File: config.mk
export PLATFORM = sky130hd
export DESIGN_NAME = gcd_32_flat
export DESIGN_NICKNAME = d
export VERILOG_FILES = /design/src/rtl/gcd_32_if.sv /design/src/rtl/gcd_32.sv /design/src/flat_wrapper.sv
export SDC_FILE = /design/constraint.sdc
export NUM_CORES = 1
export LEC_CHECK = 0
export CORE_MARGIN = 5
export CORE_UTILIZATION = 60
export CTS_BUF_LIST = sky130_fd_sc_hd__clkbuf_8
export DETAILED_ROUTE_END_ITERATION = 16
export DONT_BUFFER_PORTS = 1
export MAX_ROUTING_LAYER = met4
export PLACE_DENSITY = 0.84
export SETUP_SLACK_MARGIN = 0.4
export SLEW_MARGIN = 20
export SYNTH_ARGS = -nofsm -noshare
export SYNTH_HDL_FRONTEND = slang
export SYNTH_SLANG_ARGS = --single-unit
File: constraint.sdc
create_clock -name clk -period 14.35 [get_ports clk]
set_clock_uncertainty 0.2 [all_clocks]
set_input_delay 2.87 -clock clk [delete_from_list [all_inputs] [get_ports clk]]
set_output_delay 2.87 -clock clk [all_outputs]
set_load 0.02 [all_outputs]
File: src/rtl/gcd_32_if.sv
// gcd_32_if: start/done handshake bundle for the gcd_32 engine.
//   start, a_in, b_in : request and operand pair (master -> slave)
//   busy, done, gcd_out : status and result (slave -> master)
//   cycles : run-cycle count of the last computation, only with GCD_CYCLE_CNT_EN
interface gcd_32_if #(parameter int WIDTH = 32);
    logic             start;
    logic [WIDTH-1:0] a_in;
    logic [WIDTH-1:0] b_in;
    logic             busy;
    logic             done;
    logic [WIDTH-1:0] gcd_out;
`ifdef GCD_CYCLE_CNT_EN
    logic [WIDTH-1:0] cycles;
    modport master (output start, a_in, b_in, input busy, done, gcd_out, cycles);
    modport slave  (input start, a_in, b_in, output busy, done, gcd_out, cycles);
`else
    modport master (output start, a_in, b_in, input busy, done, gcd_out);
    modport slave  (input start, a_in, b_in, output busy, done, gcd_out);
`endif
endinterface

File: src/rtl/gcd_32.sv
// gcd_32: iterative subtraction GCD engine driving a 32-bit ripple subtractor.
//   clk, rst : clock and asynchronous active-high reset
//   bus      : gcd_32_if slave (start/a_in/b_in in, busy/done/gcd_out out)
//   GCD_CYCLE_CNT_EN : when defined, adds a saturating run counter on bus.cycles
module subt_32 (
    input  logic [31:0] A,
    input  logic [31:0] B,
    output logic [31:0] op
);
    logic [31:0] bw;
    assign bw[0] = 1'b0;
    for (genvar i = 0; i < 32; i++) begin : g_bit
        assign op[i] = A[i] ^ B[i] ^ bw[i];
        if (i < 31) begin : g_bw
            assign bw[i+1] = (~A[i] & B[i]) | (~(A[i] ^ B[i]) & bw[i]);
        end
    end
endmodule

module gcd_32 #(
    parameter int WIDTH = 32
) (
    input logic     clk,
    input logic     rst,
    gcd_32_if.slave bus
);
    localparam logic [1:0] IDLE = 2'd0;
    localparam logic [1:0] RUN  = 2'd1;
    localparam logic [1:0] DONE = 2'd2;

    logic [1:0]       state;
    logic [WIDTH-1:0] ra, rb, gout, mx, mn, op;
    logic             gt, fin;

    // Larger operand is always the minuend so the difference never wraps.
    assign gt  = ra > rb;
    assign mx  = gt ? ra : rb;
    assign mn  = gt ? rb : ra;
    assign fin = (ra == '0) || (rb == '0) || (ra == rb);

    subt_32 u_sub (.A(mx), .B(mn), .op(op));

    assign bus.busy    = state == RUN;
    assign bus.done    = state == DONE;
    assign bus.gcd_out = gout;

    always_ff @(posedge clk or posedge rst) begin
        if (rst) begin
            state <= IDLE;
            ra    <= '0;
            rb    <= '0;
            gout  <= '0;
        end else if (state == IDLE) begin
            if (bus.start) begin
                ra    <= bus.a_in;
                rb    <= bus.b_in;
                state <= RUN;
            end
        end else if (state == RUN) begin
            if (fin) begin
                gout  <= ra | rb;
                state <= DONE;
            end else if (gt) begin
                ra <= op;
            end else begin
                rb <= op;
            end
        end else begin
            state <= IDLE;
        end
    end

`ifdef GCD_CYCLE_CNT_EN
    logic [WIDTH-1:0] cnt, cnt_inc, cyc;
    assign cnt_inc    = &cnt ? cnt : cnt + 1'b1;
    assign bus.cycles = cyc;

    // The terminating RUN cycle is counted too, so the copy takes the incremented value.
    always_ff @(posedge clk or posedge rst) begin
        if (rst) begin
            cnt <= '0;
            cyc <= '0;
        end else if (state == IDLE && bus.start) begin
            cnt <= '0;
        end else if (state == RUN) begin
            cnt <= cnt_inc;
            if (fin) cyc <= cnt_inc;
        end
    end
`endif
endmodule

File: src/flat_wrapper.sv
// flat-port wrapper written by rule: the top's interface ports become plain ports
module gcd_32_flat 
#(
    parameter int WIDTH = 32
)
  (clk, rst, bus_start, bus_a_in, bus_b_in, bus_busy, bus_done, bus_gcd_out);
  gcd_32_if #(.WIDTH(WIDTH)) bus_i ();
  input logic clk;
  input logic rst;
  input wire logic [$bits(bus_i.start)-1:0] bus_start;
  input wire logic [$bits(bus_i.a_in)-1:0] bus_a_in;
  input wire logic [$bits(bus_i.b_in)-1:0] bus_b_in;
  output wire logic [$bits(bus_i.busy)-1:0] bus_busy;
  output wire logic [$bits(bus_i.done)-1:0] bus_done;
  output wire logic [$bits(bus_i.gcd_out)-1:0] bus_gcd_out;
  assign bus_i.start = bus_start;
  assign bus_i.a_in = bus_a_in;
  assign bus_i.b_in = bus_b_in;
  assign bus_busy = bus_i.busy;
  assign bus_done = bus_i.done;
  assign bus_gcd_out = bus_i.gcd_out;
  gcd_32 #(.WIDTH(WIDTH)) u_core (.clk(clk), .rst(rst), .bus(bus_i));
endmodule
-- Yosys cells after proc, flatten, opt, wreduce, memory -nomap -nowiden
Cells that the tools add are included.
- flip-flop bits (word level): 98
- input bits: 67
- word-level logic and storage cells: 256
- order comparisons: 1
- muxes and demuxes: 16
- bitwise operators: 217
- reduce and logical (&&, ||, !) cells: 11
- equality and inequality tests: 7
- operators with widths (kind ; count):
    two-way mux 32 bit ; 12
    zero test 32 bit ; 2
    XOR 1 bit ; 63
    NOT 1 bit ; 62
    AND 1 bit ; 61
    equality test 32 bit ; 1
    > comparator 32 bit ; 1
    bitwise OR 32 bit ; 1
    bitwise OR 1 bit ; 30
    two-way mux 2 bit ; 4
    AND reduction 4 bit ; 2
    != test 2 bit, second input constant ; 3
    nonzero test 2 bit ; 2
    != test 3 x 1 -> 1 bit, second input constant ; 1
    AND reduction 3 bit ; 1
    equality test 2 x 1 -> 1 bit, second input constant ; 1
    equality test 2 bit, second input constant ; 1
    zero test 2 bit ; 1
    logical OR 1 bit ; 2
    AND reduction 2 bit ; 1

-- Depth between registers and ports, before layout
- depth in word-level cells: 69
- depth in mapped cells: 73

-- Cells and area by module
Synthesis repeated with hierarchy kept, for this count alone.
- cell total of the unflattened synthesis: 904
- area, all modules: 7709.9 µm²
- modules (own cells, without submodules) (module ; seq. area each (µm²) ; cells an instance ; instances ; area an instance (µm²)):
    gcd_32 ; 2452.4 ; 809 ; 1 ; 6836.6
    subt_32 ; 0.0 ; 95 ; 1 ; 873.3

-- Worst setup path after synthesis
Ideal clock, no wire load.
- path kind: register to register
- from: register u_core.rb[28]
- to: register u_core.rb[31]
- clock period less this slack: 15.799 ns
- arrival time: 15.475 ns
- data required time: 14.026 ns
- buffers on the path: 2
- stages on the path, launching flop included: 74
- path slack: -1.449 ns
- setup time: 0.124 ns
- path through: dfrtp_1 inv_1 ha_1 nor4_4 nand4_1 nor3_4 or2_1 o22a_4 buf_6 buf_2 nor2_1 a22o_1 ha_1 a221o_1 ha_1 a221o_1 ha_1 a221o_1 [38 not listed] ha_1 a221o_1 ha_1 a221o_1 ha_1 a221o_1 ha_1 a221o_1 ha_1 a221o_1 ha_1 a221o_1 ha_1 a221o_1 ha_1 a221oi_4 mux2i_1 a211o_1
- cells in the longest elaborated chain, start to end: 69
- elaborated cells on any way between the ends: 198
- ends and longest elaborated chain (element ; RTL line ; text):
    from (decl) ; gcd_32.sv:32 ; logic [WIDTH-1:0] ra, rb, gout, mx, mn, op;
    from (signal assigned) ; gcd_32.sv:56 ; rb <= bus.b_in;
    from (signal assigned) ; gcd_32.sv:66 ; rb <= op;
    > comparator 32 bit ; gcd_32.sv:36 ; assign gt = ra > rb;
    two-way mux 32 bit, on equally long branches ; gcd_32.sv:37, gcd_32.sv:38 ;
    XOR 1 bit / NOT 1 bit (equally long branches) ; gcd_32.sv:15 ; assign bw[i+1] = (~A[i] & B[i]) | (~(A[i] ^ B[i]) & bw[i]);
    NOT 1 bit / AND 1 bit (equally long branches) ; gcd_32.sv:15 ;
    AND 1 bit ; gcd_32.sv:15 ;
    bitwise OR 1 bit ; gcd_32.sv:15 ;
    AND 1 bit ; gcd_32.sv:15 ;
    bitwise OR 1 bit ; gcd_32.sv:15 ;
    [53 not listed] ; - ;
    bitwise OR 1 bit ; gcd_32.sv:15 ;
    AND 1 bit ; gcd_32.sv:15 ;
    bitwise OR 1 bit ; gcd_32.sv:15 ;
    XOR 1 bit ; gcd_32.sv:13 ; assign op[i] = A[i] ^ B[i] ^ bw[i];
    two-way mux 32 bit ; gcd_32.sv:63 ; end else if (gt) begin
    two-way mux 32 bit ; gcd_32.sv:60 ; if (fin) begin
    two-way mux 32 bit ; gcd_32.sv:59 ; end else if (state == RUN) begin
    two-way mux 32 bit ; gcd_32.sv:53 ; end else if (state == IDLE) begin
Parallel ways exist; a longest one is shown, timed or not. The select of a mux whose other input is x is not followed.
A chain may end at the register's enable or synchronous reset.

-- Worst setup path after layout
- from: register u_core.rb[25]
- to: register u_core.rb[31]
The elaborated chain is that of the path after synthesis.

==> summary.txt <==
Die Y -> 115 um
Pre-antenna DRT Iters -> 5
Initial Util -> 61.0%
R2r setup slk -> -1870 ps
Slew @ Worst Pin -> 1010 ps
Synth unique cells -> 43
FFs w/ async S/R, synth -> 100%
Mapped Cells -> 734
First-pass GRT wire length -> 32.3 mm
Reg2reg start -> u_core.rb[25]$_DFFE_PP0P_
Initial antenna violation count -> 1
Hold-fix buffers at CTS -> 0
GP Congestion -> 0.956
Global-route usage over all layers -> 32.1%
Core Util, Final -> 79.8%
Fin nets -> 1043
Worst skew pair latency -> 390 ps
TritonCTS Buffers -> 9
Commonest non-fill, non-tap cell in the layout -> buf_4
CTS Sinks -> 98
Ports -> 101
Routed wire length -> 20.6 mm
Hold WC Path Type -> reg2reg
Final Cycle Share -> 113%
IO buf count -> 0
Syn_nets -> 895
Vias post-DR -> 6295
Pre-CTS WS -> -1540 ps
Seq/Total Area, Yosys -> 37.2%
RSZ-0062 raised after global routing -> true
ANT nets after route -> 0
Core ar. -> 10800 um2
Wire length per cell -> 20.1 um
Yosys warns -> 0
#FFs+latches synth -> 98
H-tree levels -> 3
Clock-pin slew on the worst setup and hold paths -> 90 ps
Dpl hpwl -> 14.2 mm
Die footprint -> 13200 um2
Setup violators final -> 10
Slew Limit Fails -> 0
CP Class -> reg2reg
CTS tree -> done
Failing checks -> setup timing
FF-to-FF End -> u_core.rb[31]$_DFFE_PP0P_
Critical Path Start -> u_core.rb[25]$_DFFE_PP0P_
Die width -> 115 um
Kind of end point of the critical path -> flip-flop
Pin count of the biggest net entering global routing -> 64
Fin crit period -> 16220 ps
Layout cell share with drive strength beyond 1 -> 33.9%
Area growth, synth to finish -> 30.9%
Crit path DAT -> 16310 ps
CP max stage delay -> 410 ps
Critical path launch point type -> flip-flop
Number of max-cap violations -> 0
Slew Limit Headroom -> 32.2%
Root Buffer -> clkbuf_8
Slowest CP cell -> dfrtp_1
Hold WS -> 414 ps
Max FO, Critical Path -> 4
Final hold viol count -> 0
Status -> finished with violations
Most frequent cells in the layout -> buf_4, dfrtp_1, nor2_1, inv_1, a21oi_1
Fillers -> 612
CTS Buffer Depth -> 2
Critical Path End -> u_core.rb[31]$_DFFE_PP0P_
Drt initial violations -> 461
Global route overflow -> 0
Final WS setup -> -1870 ps
Drt via density -> 6.12
Worst Reg-to-Reg Cells -> 72
DRC violations left -> 0
Primary FF master, synth -> dfrtp_1
Site row count -> 38
Mapped Area -> 6590 um2
Fmax -> 61.6 MHz
Vias in the first global route -> 6701
EDFF count, synth -> 0
Required time worst endpoint -> 14430 ps
Synth Area per Inst -> 8.97 um2
through the flow:
stage | setup TNS, ps | area (um2) | instances
floorplan | -4960 | 6740 | 734
global placement | -6410 | 7940 | 999
detailed placement | -9280 | 7940 | 999
CTS | -8960 | 8500 | 1022
global route | -16490 | 8610 | 1028
finish | -12160 | 8620 | 1029
worst min-delay path by stage:
stage                              start                        end  cells past startpoint
6_report       u_core.ra[31]$_DFFE_PP0P_  u_core.ra[31]$_DFFE_PP0P_                      3
5_1_grt         u_core.ra[0]$_DFFE_PP0P_   u_core.ra[0]$_DFFE_PP0P_                      3
4_1_cts         u_core.ra[0]$_DFFE_PP0P_   u_core.ra[0]$_DFFE_PP0P_                      3
3_5_place_dp    u_core.ra[0]$_DFFE_PP0P_   u_core.ra[0]$_DFFE_PP0P_                      3
3_3_place_gp    u_core.ra[0]$_DFFE_PP0P_   u_core.ra[0]$_DFFE_PP0P_                      3
2_1_floorplan   u_core.ra[0]$_DFFE_PP0P_   u_core.ra[0]$_DFFE_PP0P_                      2
worst max-delay path, delay by kind of cell, from the launching register on:
kind            cells  cell delay (ps)
compound gates     35             9240
fa+ha+maj          31             5440
flops               1              410
buf+inv             3              380
simple gates        2              260
mux                 1              140
state kept, by name (all words and copies together), names as in the netlist:
register / flops
u_core.ra: 32
u_core.state: 2
u_core.bus.gcd_out: 32
u_core.rb: 32
cells in the mapped netlist (3+ instances only):
master    count  share of area [%]
a211oi_1     58                6.6
a21oi_1      70                5.3
a221o_1      29                4.4
buf_2         9               0.68
buf_4         6               0.68
buf_6         5               0.85
clkbuf_1     18                1.0
dfrtp_1      98                 37
ha_1         94                 18
inv_1        96                5.5
nand2_1      41                2.3
nand3_1       4               0.30
nand4_1       6               0.57
nor2_1       94                5.4
nor2b_1       7               0.66
nor4_1       22                2.1
nor4_2        3               0.57
o211ai_1      6               0.68
o21ai_0      41                3.1
cell type report:
class                           instances  area [um2]  area share (%)
Multi-Input combinational cell        501        4040            46.9
Sequential cell                        98        2450            28.5
Timing Repair Buffer                  175        1320            15.3
Inverter                               97         367            4.25
Tap cell                              140         175            2.03
Clock buffer                           11         151            1.76
Clock inverter                          5         101            1.18
Antenna cell                            2        5.00          0.0581
repair_timing:
item / 4_1_cts / 5_1_grt
buffers inserted: 7 / 5
gates resized for setup: 48 / 19
pin swaps: 12 / 7
endpoints found under the setup margin: 12 / 14
hold endpoints to repair: 0 / 0
metal layers:
metal	wire length, um	GRT usage (%)	up-vias
met2	10400	55.1	263
met5	0	-	-
met4	969	17.9	0
li1	-	-	2882
met1	7790	34.3	3070
met3	1470	7.21	80
kinds of logic (layout without fill, tap and decap cells):
family | after synthesis | count (layout) | synth area share [%]
compound gates | 217 | 217 | 22.4
fa+ha+maj | 94 | 94 | 17.9
buf+inv | 135 | 288 | 8.78
flops | 98 | 98 | 37.2
mux | 2 | 2 | 0.304
other cells | 0 | 2 | 0
simple gates | 188 | 188 | 13.4
Power is not shown: default switching activity piles up to over one toggle a cycle in this logic, so the estimate is an artifact.
